### config.mk
export PLATFORM = sky130hd
export DESIGN_NAME = audio_sched
export DESIGN_NICKNAME = d
export VERILOG_FILES = /design/src/rtl/audio_sched.sv
export SDC_FILE = /design/constraint.sdc
export NUM_CORES = 1
export LEC_CHECK = 0
export BUFFER_PORTS_ARGS = -buffer_cell sky130_fd_sc_hd__buf_2
export CAP_MARGIN = 20
export CORE_MARGIN = 10
export CORE_UTILIZATION = 42
export DETAILED_ROUTE_END_ITERATION = 12
export GPL_TIMING_DRIVEN = 0
export MAX_ROUTING_LAYER = met4
export SLEW_MARGIN = 20
export SYNTH_ARGS = -nofsm -noshare
export SYNTH_HDL_FRONTEND = slang
export SYNTH_SLANG_ARGS = --single-unit
### constraint.sdc
create_clock -name clk -period 3.7 [get_ports clk]
set_input_delay 0.37 -clock clk [delete_from_list [all_inputs] [get_ports clk]]
set_output_delay 0.37 -clock clk [all_outputs]
set_load 0.01 [all_outputs]
### src/rtl/audio_sched.sv
// rtl/audio_sched.sv - arbitrates game sound requests onto the single audio controller
// Define AUDIO_SCHED_RR_EN for round-robin arbitration; default is fixed priority (requester 0 highest).
module audio_sched #(
  parameter int NUM_REQ     = 4,
  parameter int IDX_W       = 16,
  parameter int ACK_TIMEOUT = 15
) (
  input  logic                     clk,
  input  logic                     rst,
  input  logic                     en,
  input  logic [NUM_REQ-1:0]       req,
  input  logic [NUM_REQ*IDX_W-1:0] req_index,
  input  logic                     cntrl_ready,
  output logic [IDX_W-1:0]         audio_index,
  output logic [NUM_REQ-1:0]       grant,
  output logic [NUM_REQ-1:0]       pending,
  output logic                     busy,
  output logic                     done,
  output logic                     timeout
);
  localparam int W_PTR = $clog2(NUM_REQ);
  localparam int CNT_W = $clog2(ACK_TIMEOUT + 1);

  typedef enum logic [1:0] {IDLE, ISSUE, ACK, PLAY} state_t;

  state_t           state_q, state_d;
  logic [IDX_W-1:0] idx_q [NUM_REQ];
  logic [W_PTR-1:0] win;
  logic             found;
  logic [CNT_W-1:0] cnt_q;
  logic             go_issue, go_done, go_timeout;

  assign busy = (state_q != IDLE);

`ifdef AUDIO_SCHED_RR_EN
  logic [W_PTR-1:0] ptr_q;
  logic [W_PTR-1:0] sel;
  int               j;

  // Search begins just past the last winner so every requester gets a turn.
  always_comb begin
    win   = '0;
    found = 1'b0;
    sel   = '0;
    j     = 0;
    for (int k = 0; k < NUM_REQ; k++) begin
      j = int'(ptr_q) + 1 + k;
      if (j >= NUM_REQ) j = j - NUM_REQ;
      sel = W_PTR'(j);
      if (!found && pending[sel]) begin
        found = 1'b1;
        win   = sel;
      end
    end
  end

  always_ff @(posedge clk or posedge rst) begin
    if (rst) ptr_q <= W_PTR'(NUM_REQ - 1);
    else if (go_issue) ptr_q <= win;
  end
`else
  always_comb begin
    win   = '0;
    found = 1'b0;
    for (int i = 0; i < NUM_REQ; i++) begin
      if (!found && pending[i]) begin
        found = 1'b1;
        win   = W_PTR'(i);
      end
    end
  end
`endif

  always_ff @(posedge clk or posedge rst) begin
    if (rst) state_q <= IDLE;
    else     state_q <= state_d;
  end

  always_comb begin
    state_d    = state_q;
    go_issue   = 1'b0;
    go_done    = 1'b0;
    go_timeout = 1'b0;
    if (en) begin
      case (state_q)
        IDLE: begin
          if (found && cntrl_ready) begin
            state_d  = ISSUE;
            go_issue = 1'b1;
          end
        end
        ISSUE: state_d = ACK;
        ACK: begin
          if (!cntrl_ready) begin
            state_d = PLAY;
          end else if (cnt_q == CNT_W'(ACK_TIMEOUT - 1)) begin
            state_d    = IDLE;
            go_timeout = 1'b1;
          end
        end
        PLAY: begin
          if (cntrl_ready) begin
            state_d = IDLE;
            go_done = 1'b1;
          end
        end
        default: state_d = IDLE;
      endcase
    end
  end

  always_ff @(posedge clk or posedge rst) begin
    if (rst) begin
      audio_index <= '0;
      grant       <= '0;
      pending     <= '0;
      done        <= 1'b0;
      timeout     <= 1'b0;
      cnt_q       <= '0;
      for (int i = 0; i < NUM_REQ; i++) idx_q[i] <= '0;
    end else begin
      done    <= go_done;
      timeout <= go_timeout;
      if (go_issue) begin
        audio_index <= idx_q[win];
        grant       <= NUM_REQ'(1) << win;
      end
      if (en && state_q == ISSUE) begin
        audio_index <= '0;
        cnt_q       <= '0;
      end
      if (en && state_q == ACK && cntrl_ready) cnt_q <= cnt_q + 1'b1;
      if (go_done || go_timeout) grant <= '0;
      // A fresh capture outranks the clear of the entry being issued.
      for (int i = 0; i < NUM_REQ; i++) begin
        if (req[i] && (req_index[i*IDX_W +: IDX_W] != '0)) begin
          pending[i] <= 1'b1;
          idx_q[i]   <= req_index[i*IDX_W +: IDX_W];
        end else if (go_issue && (win == W_PTR'(i))) begin
          pending[i] <= 1'b0;
        end
      end
    end
  end

endmodule
# Word-level counts from Yosys, hierarchy flattened
# Cells that the tools add are included.
[totals]
reg_bits = 96
in_bits = 72
[op_classes]
eq_ne = 10
n_reduce_logical = 34
add_sub_neg = 1
n_shift = 1
n_lt_le_gt_ge = 1
bitwise_logic = 1
mux = 39
[op_table]
columns = ["op", "count"]
rows = [
  ["2-to-1 mux 16 bit", 4],
  ["nonzero test 16 bit", 4],
  ["binary-select mux 16 bit (select 2 bit)", 1],
  ["2-to-1 mux 1 bit", 23],
  ["2-to-1 mux 4 bit", 4],
  ["nonzero test 2 bit", 8],
  ["logical AND 1 bit", 15],
  ["2-to-1 mux 2 bit", 6],
  ["equality test 2 bit (second input constant)", 4],
  ["one-hot mux 2 bit (4 select lines)", 1],
  ["adder 4 x 1 -> 4 bit (second input constant)", 1],
  ["equality test 2 x 1 -> 1 bit (second input constant)", 2],
  ["equality test 4 bit (second input constant)", 1],
  ["logical NOT 2 bit", 2],
  ["inequality test 2 bit (second input constant)", 2],
  ["AND reduction 4 bit", 1],
  ["left shift 1 x 2 -> 4 bit (first input constant)", 1],
  ["greater-or-equal comparator 3 bit (second input constant)", 1],
  ["logical NOT 1 bit", 3],
  ["inequality test 3 bit (second input constant)", 1],
  ["inverter 2 -> 3 bit", 1],
  ["logical OR 1 bit", 1],
]

# Longest topological paths before layout
# Gate-level depths: netlist of the first run.
[depth]
depth_word = 17
ltp_mapped = 7
mapped_depth_nobuf = 5

# Least setup slack after synthesis of the first run
# Ideal clock, no wire load.
[synth_path]
path_type = "register to register"
start = "register pending[1]"
end = "register audio_index[0]"
path_stages_with_launch = 7
setup_time_ns = 0.078
t_arrival_ns = 1.577
slack_ns = 2.044
period_less_slack_ns = 1.656
t_required_ns = 3.622
path_cell_list = "dfrtp_1 -> buf_6 -> or4_4 -> a21o_1 -> nand3_4 -> buf_12 -> o2bb2ai_1"
[synth_between]
elab_chain_cells = 14
elab_cells_between_ends = 22
cone_classes = "14 x mux; 1 x bitwise; 7 x reduce/logical"
[synth_lines]
columns = ["item", "line", "source"]
rows = [
  ["start: declaration", "16", "output logic [NUM_REQ-1:0] pending,"],
  ["start signal: assignment", "116", "pending <= '0;"],
  ["start signal: indexed assignment", "137", "pending[i] <= 1'b1;"],
  ["start signal: indexed assignment", "140", "pending[i] <= 1'b0;"],
  ["logical AND 1 bit *", "66", "if (!found && pending[i]) begin"],
  ["2-to-1 mux 1 bit", "66", ""],
  ["logical NOT 1 bit", "66", ""],
  ["logical AND 1 bit", "66", ""],
  ["2-to-1 mux 1 bit", "66", ""],
  ["logical NOT 1 bit", "66", ""],
  ["logical AND 1 bit", "66", ""],
  ["2-to-1 mux 2 bit", "66", ""],
  ["inverter 2 -> 3 bit (implied by the code)", "125", "audio_index <= idx_q[win];"],
  ["binary-select mux 16 bit (select 2 bit)", "125", ""],
  ["2-to-1 mux 16 bit (implied by the code) (2 in series)", "125", ""],
  ["2-to-1 mux 16 bit", "124", "if (go_issue) begin"],
  ["2-to-1 mux 16 bit", "128", "if (en && state_q == ISSUE) begin"],
  ["end signal: assignment", "125", ""],
  ["end: declaration", "14", "output logic [IDX_W-1:0] audio_index,"],
]
# Mark *: on every way between the ends. The rest lies on a longest branch, timed or not. The select of a mux whose other input is x is not followed.
# A chain may end at the register's enable or synchronous reset.

# Final worst setup path of the first run
[layout_path]
start = "register pending[1]"
end = "register audio_index[8]"
# The elaborated chain is that of the path after synthesis.

==> results of run 1 <==
## layer usage
layer	part of all wire (%)	global-route usage [%]	wire [um]	vias up
met3	4.3	2.65	483	5
li1	-	-	-	1468
met5	0	-	0	-
met2	47	23.7	5240	71
met1	48	21.4	5400	1527
met4	0.80	5.43	90	0
## layout make-up
class / instances / area [sq um] / share of cell area, %
multi-input combinational: 201 / 1700 / 32.7
tap: 133 / 166 / 3.21
timing repair buffer: 98 / 513 / 9.90
clock inverter: 6 / 67.6 / 1.30
buffer: 19 / 143 / 2.75
sequential: 96 / 2400 / 46.3
inverter: 14 / 57.6 / 1.11
clock buffer: 10 / 138 / 2.66
## cell usage in the layout, fill, tap and decap left out, types with 2 or more instances in the layout
| cell | n |
|---|---|
| nor4_1 | 16 |
| inv_1 | 13 |
| clkinvlp_4 | 2 |
| dfrtp_1 | 96 |
| a222oi_1 | 15 |
| a21boi_1 | 7 |
| clkbuf_1 | 5 |
| o2bb2ai_1 | 18 |
| buf_4 | 3 |
| a21boi_0 | 8 |
| nor3_1 | 4 |
| clkbuf_8 | 10 |
| nor2b_1 | 2 |
| a41oi_2 | 4 |
| mux2_2 | 59 |
| buf_6 | 5 |
| nor2_1 | 9 |
| inv_6 | 2 |
| nand3_1 | 3 |
| o21ai_0 | 11 |
| a21oi_1 | 9 |
| nand2_1 | 14 |
| a21o_1 | 3 |
| nand2b_1 | 2 |
| buf_2 | 102 |
| ha_1 | 2 |
| a22oi_1 | 4 |
## cells by family (layout without fill, tap and decap cells)
group           Yosys count  after routing  share of synthesized area, %
flops                    96             96                          55.9
mux                      60             60                          15.7
compound gates           82             82                          15.4
fa+ha+maj                 2              2                         0.583
simple gates             57             57                          7.84
buf+inv                  33            147                          4.55
## where the power goes
| part | total (mW) | switching, mW | leakage, nW | internal [mW] |
|---|---|---|---|---|
| logic | 0.514 | 0.261 | 1.06 | 0.253 |
| registers | 1.31 | 0.105 | 1.16 | 1.21 |
| clock network | 0.708 | 0.374 | 0.0989 | 0.334 |
| total | 2.53 | 0.740 | 2.32 | 1.79 |
## worst max-delay path: stages (launching register included)
cell       delay [ns]
dfrtp_1          0.41
buf_6            0.15
nor2b_1          0.13
clkbuf_1         0.17
buf_2            0.22
a222oi_1         0.43
a21boi_1         0.23
o2bb2ai_1        0.09
## state kept, by name, summed over array words and instances (netlist names)
| name | count |
|---|---|
| grant | 4 |
| state_q | 2 |
| audio_index | 16 |
| pending | 4 |
| done | 1 |
| idx_q | 64 |
| cnt_q | 4 |
| timeout | 1 |
## path summary, 6_finish.rpt
| kind | endpoint | cells past startpoint | start |
|---|---|---|---|
| worst max-delay path | audio_index[8] | 7 | pending[1] |
| worst min-delay path | idx_q[12] | 2 | rst |
| worst min register to register | audio_index[12] | 1 | audio_index[12] |
| max in group asynchronous | idx_q[6] | 3 | rst |
| worst max register to register | audio_index[8] | 7 | pending[1] |
| min in group clk | idx_q[24] | 3 | req_index[40] |
## metrics by stage
| stage | util [%] | total power [mW] | instances | hold WS [ns] |
|---|---|---|---|---|
| 3_5_place_dp | 50.5 | 1.85 | 561 | 0.417 |
| 5_1_grt | 52.5 | 2.68 | 577 | 0.0206 |
| 6_report | 52.5 | 2.53 | 577 | 0.0112 |
| 4_1_cts | 52.5 | 2.57 | 577 | 0.0233 |
| 2_1_floorplan | - | 1.63 | 330 | 0.476 |
| 3_3_place_gp | 50.1 | 1.84 | 560 | 0.469 |
==> metrics.md, run 1 <==
| Metric | Value |
|---|---|
| Outcome | complete, no violations |
| Most used flip-flop cell after synthesis | dfrtp_1 |
| Area growth syn-to-layout | 20.7% |
| Yosys cell types | 36 |
| First-pass GRT wire length | between 15000 and 20000 um |
| RSZ-0062 raised after global routing | false |
| Worst relative slew slack | a little under three fifths |
| Clock sinks | between 90 and 100 |
| Setup crit end kind | flip-flop |
| DR iter-0 viols | 277 |
| Min cycle time layout | 1.96 ns |
| WS Path Type | reg2reg |
| DP Wirelength | approximately 8700 um |
| Drt total wl | 11200 um |
| Post-synth top area cell | dfrtp_1 |
| Vias in the first global route | 3346 |
| Post-Place Setup Slack | 1.45 ns |
| Fmax | 511 MHz |
| Tightest Pin Transition | 0.644 ns |
| Synth Instances | 330 |
| Final instance area | 5180 sq um |
| Internal reg-to-reg setup slack | about 1.7 ns |
| Pleak | 2.32 nW |
| Syn nets | 404 |
| Slew Viols, Final | 0 |
| Synth top cells by count | dfrtp_1, mux2_2, o2bb2ai_1 |
| H-tree levels | 3 |
| CTS-repair resized insts | 0 |
| Initial antenna violation count | 0 |
| Core area | 9860 sq um |
| # hold bufs at CTS | 0 |
| Post-CTS setup buffer count | 0 |
| TritonRoute pass-1 iters | 4 |
| Post-DP Area | 4980 sq um |
| Yosys reg bits | 96 |
| Post-route antenna net violation count | 0 |
| Max rail drop VDD | 0.197 mV |
| Startpoint Class | flip-flop |
| Synth top area share | 55.9% |
| Ratio of cells with drive above 1 in the final layout | 44.4% |
| Max Cap Viol | 0 |
| Pwr per Cell Area | 489 nW/um^2 |
| Average wire per standard cell | 19.4 um |
| Endpoints failing hold | 0 |
| Final setup viols | 0 |
| Seq/Total Area, Yosys | 55.9% |
| Async set or reset register ratio after synthesis | 100% |
| Via density | 5.32 |
| CP arrival | 2.18 ns |
| Fin crit share | between 50 and 60% |
| Grt total ovfl | 0 |
| Synth area leaders | dfrtp_1, mux2_2, o2bb2ai_1, a222oi_1, nor4_1 |
| Die Wd | 121 um |
| Count leader, synth | dfrtp_1 |
| FILL cells | 898 |
| Synthesized cell area | 4290 sq um |
| Initial Utilization | 43.5% |
| Ports | slightly below 100 |
| CTS Root Cell | clkbuf_8 |
| Row count | 36 |
| EDFF count, synth | 0 |
| Syn Area/Cell | 13.0 sq um |
| Die area | 14700 sq um |
| CTS Buf Count | 9 |
| Worst hold path class | in2async |
| Die height | 121 um |
| CP Max Fanout | 10 |
| # nets final | 513 |
| Setup Skew | 0.00703 ns |
| Post-route setup slack | 1.74 ns |
| Largest net degree at the start of global routing | 55 |
| Routability congestion estimate | around 0.81 |
| CTS clk-pin slew, worst paths | 0.10 ns |
| Worst skew pair latency | 0.35 ns |
| Via Count | 3071 |
| CP required | 3.92 ns |
| Sum Neg Setup Slack | 0 ns |
| CTS tree | done |
| Warnings from Yosys | 0 |
| Number of port buffers | 97 |
| Max clock buf depth | 2 |
| Residual DRC | 0 |
| Tot GR Track Use | 15.9% |
| Diode count | 0 |
Note: power is estimated with default switching activity, not from simulation.
==> run 2: changes to the inputs <==
==> constraint.sdc (replaced) <==
create_clock -name clk -period 2.05 [get_ports clk]
set_input_delay 0.205 -clock clk [delete_from_list [all_inputs] [get_ports clk]]
set_output_delay 0.205 -clock clk [all_outputs]
set_load 0.01 [all_outputs]
==> run 2 against run 1 <==
Compared with the run above: final cell count up 0.35%; worst setup slack got worse by 1.5 ns; highest routed layer unchanged; via count grew 1.9%; clock power rose by 79%; register-to-register slack lost 1.5 ns; worst hold slack improved by 0.045 ns; global-route usage up 0.21 points; sequential power up 81%; maximum frequency is 5.6% higher; critical path depth is 1 lower.
==> metrics.md, run 2 (synthesis gave the netlist of run 1 again) <==
| Metric | Value |
|---|---|
| Fin crit share | 90.4% (+38 points) |
| Max rail drop VDD | 0.397 mV (+100%) |
| RSZ-0062 raised after global routing | true |
| Ratio of cells with drive above 1 in the final layout | 45.1% (+0.70 points) |
| Final setup viols | 0 (unchanged) |
| Final instance area | 5240 sq um (+1.1%) |
| Buf+Inv Stages, Crit Path | 2 (-1) |
| Startpoint Class | flip-flop |
| Max clock buf depth | 2 (unchanged) |
| Vias in the first global route | 3463 (+3.5%) |
| Max incr delay on CP | 0.42 ns (about the same) |
| Grt total ovfl | 0 (unchanged) |
| DR iter-0 viols | 344 (+24%) |
| Worst skew pair latency | 0.36 ns (about the same) |
| Final core occ | 53.1% (+0.58 points) |
| Hold Slack | 0.0560 ns (+0.0448 ns) |
| Via density | 5.40 (+1.5%) |
| Row count | 36 (unchanged) |
| Slew Viols, Final | 0 (unchanged) |
| H-tree levels | 3 (unchanged) |
| Largest net degree at the start of global routing | 32 (-42%) |
| FILL cells | 891 (-0.78%) |
| Total power | 4.58 mW (+81%) |
| Register area | 2400 sq um (unchanged) |
| Post-Place Setup Slack | 0.0311 ns (-1.42 ns) |
| Average wire per standard cell | 19.2 um (-0.96%) |
| CP required | 2.35 ns (-1.57 ns) |
| CTS Root Cell | clkbuf_8 |
| Ports | 99 (unchanged) |
| Initial Utilization | 43.5% (unchanged) |
| Setup Skew | 0.0107 ns (+0.00362 ns) |
| Number of port buffers | 97 (unchanged) |
| Die area | 14700 sq um (unchanged) |
| Slowest-stage cell, CP | nor4b_4 |
| CTS tree | done |
| Endpoints failing hold | 0 (unchanged) |
| Initial antenna violation count | 0 (unchanged) |
| Max Cap Viol | 0 (unchanged) |
| Post-route setup slack | 0.196 ns (-1.55 ns) |
| First-pass GRT wire length | 18300 um (+2.8%) |
| Area of the multi-input gates | 1700 sq um (+0.22%) |
| Setup crit end kind | flip-flop |
| Final cell count without fillers | 579 (+0.35%) |
| WS Path Type | reg2reg |
| Post-DP Area | 5020 sq um (+0.93%) |
| Most frequent cells in the layout | buf_2, dfrtp_1, mux2_2, o2bb2ai_1, nor4_1 |
| Number of cells on the critical path | 6 (-1) |
| Die Wd | 121 um (unchanged) |
| Worst r2r path cells | 6 (-1) |
| TritonRoute pass-1 iters | 5 (+1) |
| Worst hold stages | 3 |
| Min cycle time layout | 1.85 ns (-0.104 ns) |
| Max reg flops | 64 (unchanged) |
| CTS Buf Count | 9 (unchanged) |
| # nets final | 515 (+0.39%) |
| Area growth syn-to-layout | 22.1% |
| Die height | 121 um (unchanged) |
| Pleak | 2.34 nW (+0.76%) |
| Residual DRC | 0 (unchanged) |
| CTS clk-pin slew, worst paths | 0.10 ns (about the same) |
| Largest registers | idx_q: 64 flops, audio_index: 16 flops |
| Tot GR Track Use | 16.1% (+0.21 points) |
| Largest Register | idx_q |
| Clock sinks | 96 (unchanged) |
| Fmax | 539 MHz (+5.6%) |
| Critical-path cell list | buf_6, nor4b_4, buf_2, a222oi_1, a21boi_0, o2bb2ai_1 |
| Sum Neg Setup Slack | 0 ns (unchanged) |
| Drt total wl | 11100 um (-0.62%) |
| Core area | 9860 sq um (unchanged) |
| CP arrival | 2.15 ns (-0.03 ns) |
| Diode count | 0 (unchanged) |
| Tightest Pin Transition | 0.640 ns (-0.00427 ns) |
| CP Max Fanout | 10 (unchanged) |
| Post-route antenna net violation count | 0 (unchanged) |
| Most common cell after layout, fill and taps aside | buf_2 |
| Pwr per Cell Area | 874 nW/um^2 (+79%) |
| Via Count | 3128 (+1.9%) |
| Delay-heaviest family, CP | compound AO/OA/AOI/OAI gates |
| Worst relative slew slack | 56.9% (+0.29 points) |
| DP Cell Count | 563 (+0.36%) |
| Outcome | complete, no violations |
| Routability congestion estimate | 0.781 (-3.3%) |
| DP Wirelength | 9030 um (+3.3%) |
| Worst hold path class | in2reg |
==> run 2: what timing repair did <==
action | 4_1_cts | 5_1_grt
gates resized for setup | 0 | 6
buffers inserted | 0 | 0
hold buffers | 1 | 0
setup endpoints to repair | 0 | 11
endpoints found under the hold margin | 19 | 0
==> run 2: final timing paths <==
check	startpoint	to	slack (ns)
hold reg to reg	audio_index[2]	audio_index[2]	0.50
max in group asynchronous	rst	idx_q[31]	0.91
min in group asynchronous	rst	idx_q[51]	0.44
setup reg to reg	pending[1]	audio_index[1]	0.20
hold / removal	req_index[3]	idx_q[51]	0.06
setup / recovery	pending[1]	audio_index[1]	0.20
==> run 2: where the power goes <==
group	switching, mW	internal, mW	total, mW
registers	0.188	2.18	2.37
clock network	0.695	0.575	1.27
logic	0.476	0.468	0.944
==> run 2: cell type report <==
type	count	area share [%]
Multi-Input combinational cell	201	32.4
Clock inverter	7	1.50
Tap cell	133	3.17
Inverter	14	1.07
Buffer	18	2.72
Sequential cell	96	45.8
Clock buffer	9	2.36
Timing Repair Buffer	101	10.9
==> run 2: routing by layer <==
metal,vias to the layer above,share of wire (%),global-route usage [%]
li1,1474,-,-
met1,1564,47,20.9
met2,82,48,24.8
met3,8,4.5,3.02
met4,0,1.1,5.20
met5,-,0,-
==> run 2: worst register-to-register path: stages, from the launching register on <==
cell       delay (ns)
dfrtp_1          0.41
buf_6            0.15
nor4b_4          0.43
buf_2            0.30
a222oi_1         0.16
a21boi_0         0.19
o2bb2ai_1        0.16
==> run 3: changes to the inputs <==
==> constraint.sdc (replaced) <==
create_clock -name clk -period 2 [get_ports clk]
set_input_delay 0.2 -clock clk [delete_from_list [all_inputs] [get_ports clk]]
set_output_delay 0.2 -clock clk [all_outputs]
set_load 0.01 [all_outputs]
==> run 3 against run 2 <==
Compared with the run above: clock power about the same; worst setup slack got worse by 0.066 ns; routed wire length increased by 0.42%; clock skew about the same; via count increased by 0.58%; maximum frequency decreased by 0.83%; sequential cell count unchanged; die area unchanged; critical endpoint is now audio_index[0].
==> metrics.md, run 3 (synthesis gave the netlist of run 1 again) <==
| Metric | Value |
|---|---|
| Max incr delay on CP | 0.47 ns (+0.05 ns) |
| Initial Utilization | 43.5% (unchanged) |
| Internal reg-to-reg setup slack | 0.13 ns (-0.07 ns) |
| Min cycle time layout | 1.87 ns (+0.0156 ns) |
| Final core occ | 53.3% (+0.18 points) |
| First-pass GRT wire length | 18300 um (unchanged) |
| Tot GR Track Use | 16.1% (unchanged) |
| Endpoints failing hold | 0 (unchanged) |
| Slowest-stage cell, CP | a222oi_1 |
| Max reg flops | 64 (unchanged) |
| Final cell count without fillers | 581 (+0.35%) |
| Clock sinks | 96 (unchanged) |
| Largest Register | idx_q |
| Area growth syn-to-layout | 22.5% |
| Final instance area | 5260 sq um (+0.33%) |
| Critical-path cell list | buf_6, nor2b_1, buf_4, a222oi_1, a21boi_2, o2bb2ai_1 |
| Die Wd | 121 um (unchanged) |
| Sequential power share | 51.7% (about the same) |
| Total power | 4.70 mW (+2.5%) |
| Fmax | 535 MHz (-0.83%) |
| Max rail drop VDD | 0.407 mV (+2.6%) |
| Gate power share | 20.6% (about the same) |
| Delay-heaviest family, CP | compound AO/OA/AOI/OAI gates |
| Buf+Inv Stages, Crit Path | 2 (unchanged) |
| RSZ-0062 raised after global routing | false |
| R2r endpoint | audio_index[0] |
| CP required | 2.24 ns (-0.11 ns) |
| Setup crit end kind | flip-flop |
| Die area | 14700 sq um (unchanged) |
| Most frequent cells in the layout | buf_2, dfrtp_1, mux2_2, o2bb2ai_1, nor4_1 |
| Routability congestion estimate | 0.781 (unchanged) |
| Pleak | 2.35 nW (+0.49%) |
| Via Count | 3146 (+0.58%) |
| Max clock buf depth | 2 (unchanged) |
| Slew Viols, Final | 0 (unchanged) |
| Power Internal | 3.30 mW (+2.5%) |
| Worst hold path class | in2reg |
| Startpoint Class | flip-flop |
| CP arrival | 2.11 ns (-0.04 ns) |
| Post-route antenna net violation count | 0 (unchanged) |
| Largest registers | idx_q: 64 flops, audio_index: 16 flops |
| Register area | 2400 sq um (unchanged) |
| Outcome | complete, no violations |
| CTS tree | done |
| Residual DRC | 0 (unchanged) |
| WS Path Type | reg2reg |
| DP Cell Count | 563 (unchanged) |
| Die height | 121 um (unchanged) |
| Net switching power figure | 1.39 mW (+2.5%) |
| Final setup viols | 0 (unchanged) |
| Diode count | 0 (unchanged) |
| Worst hold stages | 3 (unchanged) |
| FILL cells | 891 (unchanged) |
| Sum Neg Setup Slack | 0 ns (unchanged) |
| Setup Skew | 0.0103 ns (-0.000320 ns) |
| Post-route setup slack | 0.130 ns (-0.0656 ns) |
| Core area | 9860 sq um (unchanged) |
| CP Max Fanout | 10 (unchanged) |
| Tightest Pin Transition | 0.639 ns (-0.000714 ns) |
| CTS clk-pin slew, worst paths | 0.10 ns (about the same) |
| CTS Buf Count | 9 (unchanged) |
| Post-DP Area | 5020 sq um (unchanged) |
| Fin crit share | 93.5% (+3.0 points) |
| Post-Place Setup Slack | -0.0139 ns (-0.0450 ns) |
| Hold endpoint | idx_q[51] |
| Hold Slack | 0.0530 ns (-0.00292 ns) |
| CTS Root Cell | clkbuf_8 |
| Worst r2r src | pending[1] |
| Worst r2r path cells | 6 (unchanged) |
| Initial antenna violation count | 0 (unchanged) |
| Number of port buffers | 97 (unchanged) |
| # nets final | 517 (+0.39%) |
| Vias in the first global route | 3463 (unchanged) |
| TritonRoute pass-1 iters | 8 (+3) |
| Worst skew pair latency | 0.36 ns (about the same) |
| Average wire per standard cell | 19.3 um (about the same) |
| Via density | 5.41 (+0.23%) |
| Ratio of cells with drive above 1 in the final layout | 45.3% (+0.25 points) |
| Area of the multi-input gates | 1700 sq um (unchanged) |
| Most common cell after layout, fill and taps aside | buf_2 |
| Clk pwr share | 27.7% (about the same) |
| Largest net degree at the start of global routing | 32 (unchanged) |
| DP Wirelength | 9030 um (unchanged) |
| Pwr per Cell Area | 893 nW/um^2 (+2.2%) |
| Max Cap Viol | 0 (unchanged) |
| DR iter-0 viols | 351 (+2.0%) |
| Drt total wl | 11200 um (+0.42%) |
| Row count | 36 (unchanged) |
| Worst relative slew slack | 57.0% (about the same) |
| Grt total ovfl | 0 (unchanged) |
| HP Start | req_index[3] |
| Net Sw Frac | 29.6% (about the same) |
| H-tree levels | 3 (unchanged) |
| Ports | 99 (unchanged) |
## run 3: worst max-delay path by stage
| stage | cells past startpoint | startpoint | slack [ns] | endpoint |
|---|---|---|---|---|
| floorplan | 6 | pending[1] | 0.34 | audio_index[0] |
| global placement | 2 | rst | -0.02 | audio_index[2] |
| detailed placement | 5 | req_index[11] | -0.01 | idx_q[60] |
| CTS | 6 | pending[2] | 0.08 | audio_index[6] |
| global route | 6 | pending[2] | 0.007 | audio_index[1] |
| finish | 6 | pending[1] | 0.13 | audio_index[0] |
## run 3: final cells by class
cell class	instances	share of cell area (%)
Buffer	18	2.76
Clock inverter	7	1.50
Sequential cell	96	45.7
Multi-Input combinational cell	201	32.3
Timing Repair Buffer	103	11.1
Clock buffer	9	2.36
Inverter	14	1.07
Tap cell	133	3.16
## run 3: layer usage
layer	track usage, %	part of all wire (%)	vias to the layer above
li1	-	-	1479
met4	5.20	1.2	0
met1	20.9	46	1572
met2	24.8	48	84
met3	3.02	4.5	11
met5	-	0	-
## run 3: power by group through the flow
stage | combinational (mW) | sequential (mW) | clock [mW]
6_report | 0.968 | 2.43 | 1.30
5_1_grt | 1.07 | 2.46 | 1.41
4_1_cts | 0.984 | 2.43 | 1.34
3_5_place_dp | 0.981 | 2.46 | 0
3_3_place_gp | 0.939 | 2.45 | 0
2_1_floorplan | 0.542 | 2.47 | 0
## run 3: worst min-delay path: stages
cell and delay (ns):
buf_2 0.09, nand2_1 0.04, o21ai_0 0.06
## run 3: repair_timing
item | CTS | global route
setup endpoints to repair | 0 | 12
buffers inserted | 0 | 2
resized for setup | 0 | 8
hold endpoints to repair | 19 | 0
hold buffers | 1 | 0
